--- src/rtl/kbd_scancode_fifo.sv ---
// kbd_scancode_fifo: MMIO scancode FIFO between the PS/2 keyboard driver and
// the MCU IOBUS, with a level interrupt while unread codes are queued.
// Ports:
//   CLK, RESET_N       system clock, synchronous active-low reset
//   SCAN_VALID         driver strobe; rising edge pushes SCANCODE
//   SCANCODE[7:0]      scancode, stable while SCAN_VALID is high
//   IOBUS_ADDR[31:0]   MCU address (DATA_AD = pop, STAT_AD = status/control)
//   IOBUS_RD/WR        1-cycle read / write strobes
//   IOBUS_OUT[31:0]    MCU write data (control bits 2:0)
//   IOBUS_IN[31:0]     combinational read data
//   INTR               registered level interrupt
module kbd_scancode_fifo #(
  parameter int unsigned DEPTH   = 16,
  parameter logic [31:0] DATA_AD = 32'h1100_0100,
  parameter logic [31:0] STAT_AD = 32'h1100_0104
) (
  input  logic        CLK,
  input  logic        RESET_N,
  input  logic        SCAN_VALID,
  input  logic [7:0]  SCANCODE,
  input  logic [31:0] IOBUS_ADDR,
  input  logic        IOBUS_RD,
  input  logic        IOBUS_WR,
  input  logic [31:0] IOBUS_OUT,
  output logic [31:0] IOBUS_IN,
  output logic        INTR
);

  localparam int unsigned AW = $clog2(DEPTH);
  localparam int unsigned CW = AW + 1;

  logic [7:0]    r_mem [DEPTH];
  logic [AW-1:0] r_wr_ptr, r_rd_ptr;
  logic [CW-1:0] r_count;
  logic          r_ovf, r_ie, r_intr, r_sv_q;

  logic [AW-1:0] w_wr_ptr_nx, w_rd_ptr_nx;
  logic [CW-1:0] w_count_nx;
  logic          w_ovf_nx, w_ie_nx;
  logic          w_empty, w_full;
  logic          w_push_req, w_push, w_pop, w_ctrl_wr, w_flush, w_ovf_set;
  logic [7:0]    w_head;
  logic          w_unused_wdata;

  assign w_empty    = (r_count == '0);
  assign w_full     = (r_count == CW'(DEPTH));
  assign w_head     = r_mem[r_rd_ptr];
  assign w_push_req = SCAN_VALID & ~r_sv_q;
  assign w_pop      = IOBUS_RD & (IOBUS_ADDR == DATA_AD) & ~w_empty;
  assign w_ctrl_wr  = IOBUS_WR & (IOBUS_ADDR == STAT_AD);
  assign w_flush    = w_ctrl_wr & IOBUS_OUT[2];
  // A pop in the same cycle frees the slot, so a push into a full FIFO still lands.
  assign w_push     = w_push_req & (~w_full | w_pop);
  assign w_ovf_set  = w_push_req & w_full & ~w_pop;
  assign w_unused_wdata = ^IOBUS_OUT[31:3];

  // Next-state for pointers, count and control bits; flush overrides push/pop.
  always_comb begin
    w_wr_ptr_nx = r_wr_ptr;
    w_rd_ptr_nx = r_rd_ptr;
    w_count_nx  = r_count;
    w_ovf_nx    = r_ovf;
    w_ie_nx     = r_ie;
    if (w_push) w_wr_ptr_nx = r_wr_ptr + AW'(1);
    if (w_pop)  w_rd_ptr_nx = r_rd_ptr + AW'(1);
    case ({w_push, w_pop})
      2'b10:   w_count_nx = r_count + CW'(1);
      2'b01:   w_count_nx = r_count - CW'(1);
      default: w_count_nx = r_count;
    endcase
    if (w_flush) begin
      w_wr_ptr_nx = '0;
      w_rd_ptr_nx = '0;
      w_count_nx  = '0;
    end
    if (w_ctrl_wr) begin
      w_ie_nx = IOBUS_OUT[0];
      if (IOBUS_OUT[1]) w_ovf_nx = 1'b0;
    end
    // Overflow in the same cycle as a clear leaves OVF set.
    if (w_ovf_set) w_ovf_nx = 1'b1;
  end

  // State registers; sv_q resets high so a level already asserted does not push.
  always_ff @(posedge CLK) begin
    if (!RESET_N) begin
      r_wr_ptr <= '0;
      r_rd_ptr <= '0;
      r_count  <= '0;
      r_ovf    <= 1'b0;
      r_ie     <= 1'b1;
      r_intr   <= 1'b0;
      r_sv_q   <= 1'b1;
    end else begin
      r_wr_ptr <= w_wr_ptr_nx;
      r_rd_ptr <= w_rd_ptr_nx;
      r_count  <= w_count_nx;
      r_ovf    <= w_ovf_nx;
      r_ie     <= w_ie_nx;
      r_intr   <= r_ie & ~w_empty;
      r_sv_q   <= SCAN_VALID;
    end
  end

  // Storage, not reset.
  always_ff @(posedge CLK) begin
    if (w_push && !w_flush) r_mem[r_wr_ptr] <= SCANCODE;
  end

  // IOBUS read mux.
  always_comb begin
    IOBUS_IN = 32'h0;
    if (IOBUS_ADDR == DATA_AD) begin
      if (!w_empty) IOBUS_IN = {24'h0, w_head};
    end else if (IOBUS_ADDR == STAT_AD) begin
      IOBUS_IN = {16'h0, 8'(r_count), 4'h0, r_ie, r_ovf, w_full, w_empty};
    end
  end

  assign INTR = r_intr;

endmodule

--- config.mk ---
export PLATFORM = sky130hd
export DESIGN_NAME = kbd_scancode_fifo
export DESIGN_NICKNAME = d
export VERILOG_FILES = /design/src/rtl/kbd_scancode_fifo.sv
export SDC_FILE = /design/constraint.sdc
export NUM_CORES = 1
export LEC_CHECK = 0
export ABC_AREA = 1
export CORE_ASPECT_RATIO = 2
export CORE_UTILIZATION = 30
export DETAILED_ROUTE_END_ITERATION = 10
export GPL_TIMING_DRIVEN = 0
export PLACE_DENSITY = 0.58
export SYNTH_ARGS = -nofsm -noshare
export SYNTH_HDL_FRONTEND = slang
export SYNTH_SLANG_ARGS = --single-unit
--- constraint.sdc ---
create_clock -name CLK -period 9 [get_ports CLK]
set_clock_uncertainty 0.2 [all_clocks]
set_input_delay 2.25 -clock CLK [delete_from_list [all_inputs] [get_ports CLK]]
set_output_delay 2.25 -clock CLK [all_outputs]
set_load 0.02 [all_outputs]
# Word level (Yosys, flattened, before mapping)
# Memories as Yosys holds them, arrays and structs flattened. A register that Yosys moved wholly into a read port is not among the register bits.
# Cells that the tools add are included.
[op_classes]
shift = 0
eq_ne = 5
n_bitwise = 15
n_mul = 0
reduce_logical = 8
n_div = 0
muxes = 11
n_addsub = 4
magnitude_cmp = 0
[op_table]
columns = ["cell", "count"]
rows = [
  ["$eq 32x29->1 const B", 2],
  ["$mux 32", 1],
  ["$mux 13", 1],
  ["$pmux 5 s2", 1],
  ["$and 1x1->1", 9],
  ["$add 4x1->4 const B", 2],
  ["$mux 4", 2],
  ["$mux 8", 1],
  ["$reduce_bool 2->1", 3],
  ["$add 5x1->5 const B", 1],
  ["$eq 5x5->1 const B", 1],
  ["$logic_not 5->1", 1],
  ["$mux 1", 5],
  ["$not 1->1", 5],
  ["$sub 5x1->5 const B", 1],
  ["$eq 2x1->1 const B", 1],
  ["$eq 2x2->1 const B", 1],
  ["$reduce_and 2->1", 1],
  ["$reduce_or 2->1", 1],
  ["$logic_and 1x1->1", 1],
  ["$logic_not 1->1", 1],
  ["$or 1x1->1", 1],
]
[totals]
mem_bits_ro = 0
ram_bits = 128
register_bits = 17
latch_bits = 0
n_memories = 1
output_inout_bits = 33
input_bits = 77
[mem_list]
columns = ["name", "words", "width", "read_ports", "rd_clocked_by_memory_dff", "write_ports", "line", "source"]
rows = [
  ["r_mem", 16, 8, 1, 1, 1, "32", "logic [7:0] r_mem [DEPTH];"],
]

# Depth between registers and ports, before layout
[logic_depth]
depth_word = 8
depth_mapped = 18

# Worst setup path after synthesis
# No wires, ideal clock.
[synth_path]
path_type = "input -> output"
start = "in IOBUS_ADDR[23]"
end = "out IOBUS_IN[1]"
path_stages = 9
n_path_buf = 0
path_slack_ns = 2.988
arrival_ns = 3.562
required_time_ns = 6.550
cell_sequence = "nor2_1 > nand2_1 > nor2_1 > nand3_1 > nor2_4 > inv_2 > nor2_1 > inv_1 > o21ai_2"
[synth_via]
elab_chain_len = 3
elab_cells_between_ends = 4
[synth_lines]
columns = ["element", "line", "source"]
rows = [
  ["start: declaration", "21", "input logic [31:0] IOBUS_ADDR,"],
  ["$eq 32x29->1", "115", "end else if (IOBUS_ADDR == STAT_AD) begin"],
  ["$mux 13", "115", ""],
  ["$mux 32 *", "113", "if (IOBUS_ADDR == DATA_AD) begin"],
  ["end: declaration", "25", "output logic [31:0] IOBUS_IN,"],
]
# Every way passes the cells marked *; elsewhere a longest branch is shown, timed or not.

# Worst setup path in the final report
[layout_path]
start = "in IOBUS_ADDR[24]"
end = "out IOBUS_IN[7]"
[layout_via]
elab_chain_len = 2
[layout_lines]
columns = ["element", "line"]
rows = [
  ["$eq 32x29->1", "113"],
  ["$mux 32", "113"],
]
# Every way passes these cells.

==> out/metrics.yaml <==
run_status:
  status: "finished, final reports clean"
global_routing:
  grt_usage_pct: 16.5
  grt_pass1_vias: 4862
  grt_start_max_net_pins: 17
  busiest_layer: "met2"
  antenna_found_initial: 0
  grt_remaining_overflow: 0
  grt_pass1_wl_mm: 27.1
  use_met1_pct: 14.1
  use_met3_pct: 2.79
  grt_use_met2_pct: 32.4
floorplan:
  die_w_um: 109
  io_pins: 110
  dieHeight_um: 215
  dieArea_um2: 23300
  initial_core_util_pct: 30.7
  core_area_um2: 22200
  rows: 77
logic_synthesis:
  synthDistinctLibCells: 33
  ys_top_cells_by_area: "edfxtp_1 56%, nor2_1 6.5%, dfxtp_1 6.2%, nand2_1 5.5%, o21ai_0 5.4%"
  synth_seq_cells: 149
  synth_edf_count: 128
  synthFlopType: "edfxtp_1"
  ys_top_cells_by_count: "128 x edfxtp_1, 118 x nor2_1, 100 x nand2_1, 73 x o21ai_0, 50 x inv_1"
  synth_area_um2: 6810
  async_reset_ff_share_pct: 0
  synth_area_leader_cell: "edfxtp_1"
  synth.most_common_cell: "edfxtp_1"
  syn_area_per_cell_um2: 10.3
  ys_warn_count: 0
  netlist.area_leader.share_pct: 56.4
  ys_seq_area_share_pct: 62.6
  netlist_instances: 663
worst_hold_path:
  hp-start: "r_ie"
  holdPathEnd: "INTR"
  worstHoldPathCells: 2
  hold_path_class: "flip-flop to flip-flop"
setup_path:
  cp_max_fo: 8
  r2r_cells: 17
  reg2reg_to: "r_count[4]"
  worstPathArrival_ps: 4690
  startpoint_type: "input pin"
  crit_chain: "clkdlybuf4s50_1 -> nand2_1 -> nor2_1 -> nand2_1 -> nor2_4 -> nand2_1 -> nor2_2 -> nand2_1 -> a21oi_1 -> clkdlybuf4s50_1"
  critPathMaxStageDelay_ps: 650
  timing.rr.start: "r_count[2]"
  crit_family: "buffers and inverters"
  crit_required_ps: 6550
  crit_path_end_kind: "output pin"
  cp_num_buf_inv: 2
  ff2ff_setup_slack_ps: 6120
  crit_slowest_cell: "clkdlybuf4s50_1"
  path_class: "input pin to output pin"
  critPathMostFrequentCell: "nand2_1"
sta:
  rsz0062_at_grt: "false"
  min_period_ps: 7140
  tns_ps: 0
  worst_slew_pin_slew_ps: 1030
  setup_viol: 0
  fin_crit_sh_pct: 79.3
  drv_slew: 0
  hold_violations: 0
  relSlewSlack_pct: 31.0
  fmax_mhz: 140
cts:
  clkLatencyLatePin_ps: 440
  clk_transition_reported_paths_ps: 60
  clockBufferDepth: 2
  htreeDepth: 4
  cts_setup_buffers: 0
  clock-root-buffer: "clkbuf_16"
  numCtsBuffers: 17
  postCtsHoldBufs: 0
  cts.sinks: 149
  tritoncts: "yes"
  cts_resized: 0
drt:
  drt_pass1_iterations: 4
  vias_per_cell: 4.68
  wirelength_mm: 18.1
  first_iter_violations: 165
  drc: 0
  avgRoutedWirePerCell_um: 17.2
  num_vias: 4910
  ant_nets: 0
place:
  placedCellCount: 1018
  gp_congestion: 0.811
  hpwl_mm: 13.6
  numPortBuffers: 61
finish:
  syn_to_final_growth_pct: 23.3
  instances_no_fill: 1050
  drive_gt1_share_pct: 12.4
  antenna_cells: 0
  nets: 846
pwr:
  leakagePower_nw: 3.02
  p_sw_uw: 336
  peakVddDrop_v: 0.000137
  internal-power_mw: 1.14
  switching_share_pct: 22.7
  p_comb_share_pct: 4.5
  power_frac_seq_pct: 51.0
  clockPowerShare_pct: 44.5
  power_density_nw_per_um2: 176
job:
  timing.max_cap.violations: 0
## flip-flops by register name (all words and copies together) (netlist names), named ones only
signal	cells
r_rd_ptr	4
INTR	1
r_count	5
r_sv_q	1
r_ie	1
r_mem	128
r_ovf	1
r_wr_ptr	4
## logic make-up after synthesis
family / after synthesis / share of synthesized area, %
AOI/OAI and AO/OA: 117 / 9.35
xor gates and xnor gates: 10 / 1.29
adders and majority gates: 8 / 1.47
buffers and inverters: 100 / 7.22
DFF: 149 / 62.6
other: 1 / 0.0551
and+or+nand+nor: 278 / 18.0
## tightest hold or removal path, stage by stage (launching register included)
cell and delay [ps]:
dfxtp_1 320, nand3_1 80, inv_1 40
## power by group through the flow
| stage | combinational [mW] | sequential (mW) | clock [mW] |
|---|---|---|---|
| global placement | 0.0659 | 0.769 | 0 |
| detailed placement | 0.0667 | 0.769 | 0 |
| floorplan | 0.0315 | 0.769 | 0 |
| global route | 0.0735 | 0.754 | 0.693 |
| finish | 0.0664 | 0.754 | 0.657 |
| CTS | 0.0667 | 0.754 | 0.667 |
## area by class of cell
class | instances | area [µm²]
Fill cell | 2246 | 13800
Sequential cell | 149 | 4260
Inverter | 53 | 199
Buffer | 47 | 293
Multi-Input combinational cell | 432 | 2130
Tap cell | 276 | 345
Clock buffer | 17 | 425
Clock inverter | 15 | 126
Timing Repair Buffer | 61 | 611
## how the worst max path moves through the flow
stage / cells after the start / slack (ps) / endpoint / from
6_report: 10 / 1860 / IOBUS_IN[7] / IOBUS_ADDR[24]
5_1_grt: 9 / 1660 / IOBUS_IN[7] / IOBUS_ADDR[17]
4_1_cts: 10 / 1790 / IOBUS_IN[7] / IOBUS_ADDR[24]
3_5_place_dp: 10 / 1790 / IOBUS_IN[7] / IOBUS_ADDR[24]
3_3_place_gp: 10 / 1800 / IOBUS_IN[7] / IOBUS_ADDR[24]
2_1_floorplan: 9 / 2990 / IOBUS_IN[1] / IOBUS_ADDR[23]
## metrics by stage
step           worst slack (ps)  hold slack, ps  util [%]  power, mW  cell area (µm²)
4_1_cts                    1790             288      37.9       1.49             8390
3_5_place_dp               1790             278      35.4      0.835             7840
6_report                   1860             285      37.9       1.48             8390
3_3_place_gp               1800             259      35.3      0.834             7830
2_1_floorplan              2990             248         -      0.800             6880
5_1_grt                    1660             319      37.9       1.52             8390
## placed cells by master (no fill, tap or decap), types with 14 or more instances in the layout
cell             count
dfxtp_1             21
conb_1              19
nand2_1            100
a21oi_1             16
nand3_1             32
buf_2               14
nor2_1             118
clkbuf_16           17
buf_4               20
clkdlybuf4s50_1     61
edfxtp_1           128
o21ai_0             73
inv_1               50
## per-layer routing
metal / part of all wire, % / wire length (µm)
met1: 32 / 5800
met2: 59 / 10700
met3: 3.0 / 536
met4: 6.0 / 1080
met5: 0 / 0
(Power assumes the default switching activity.)
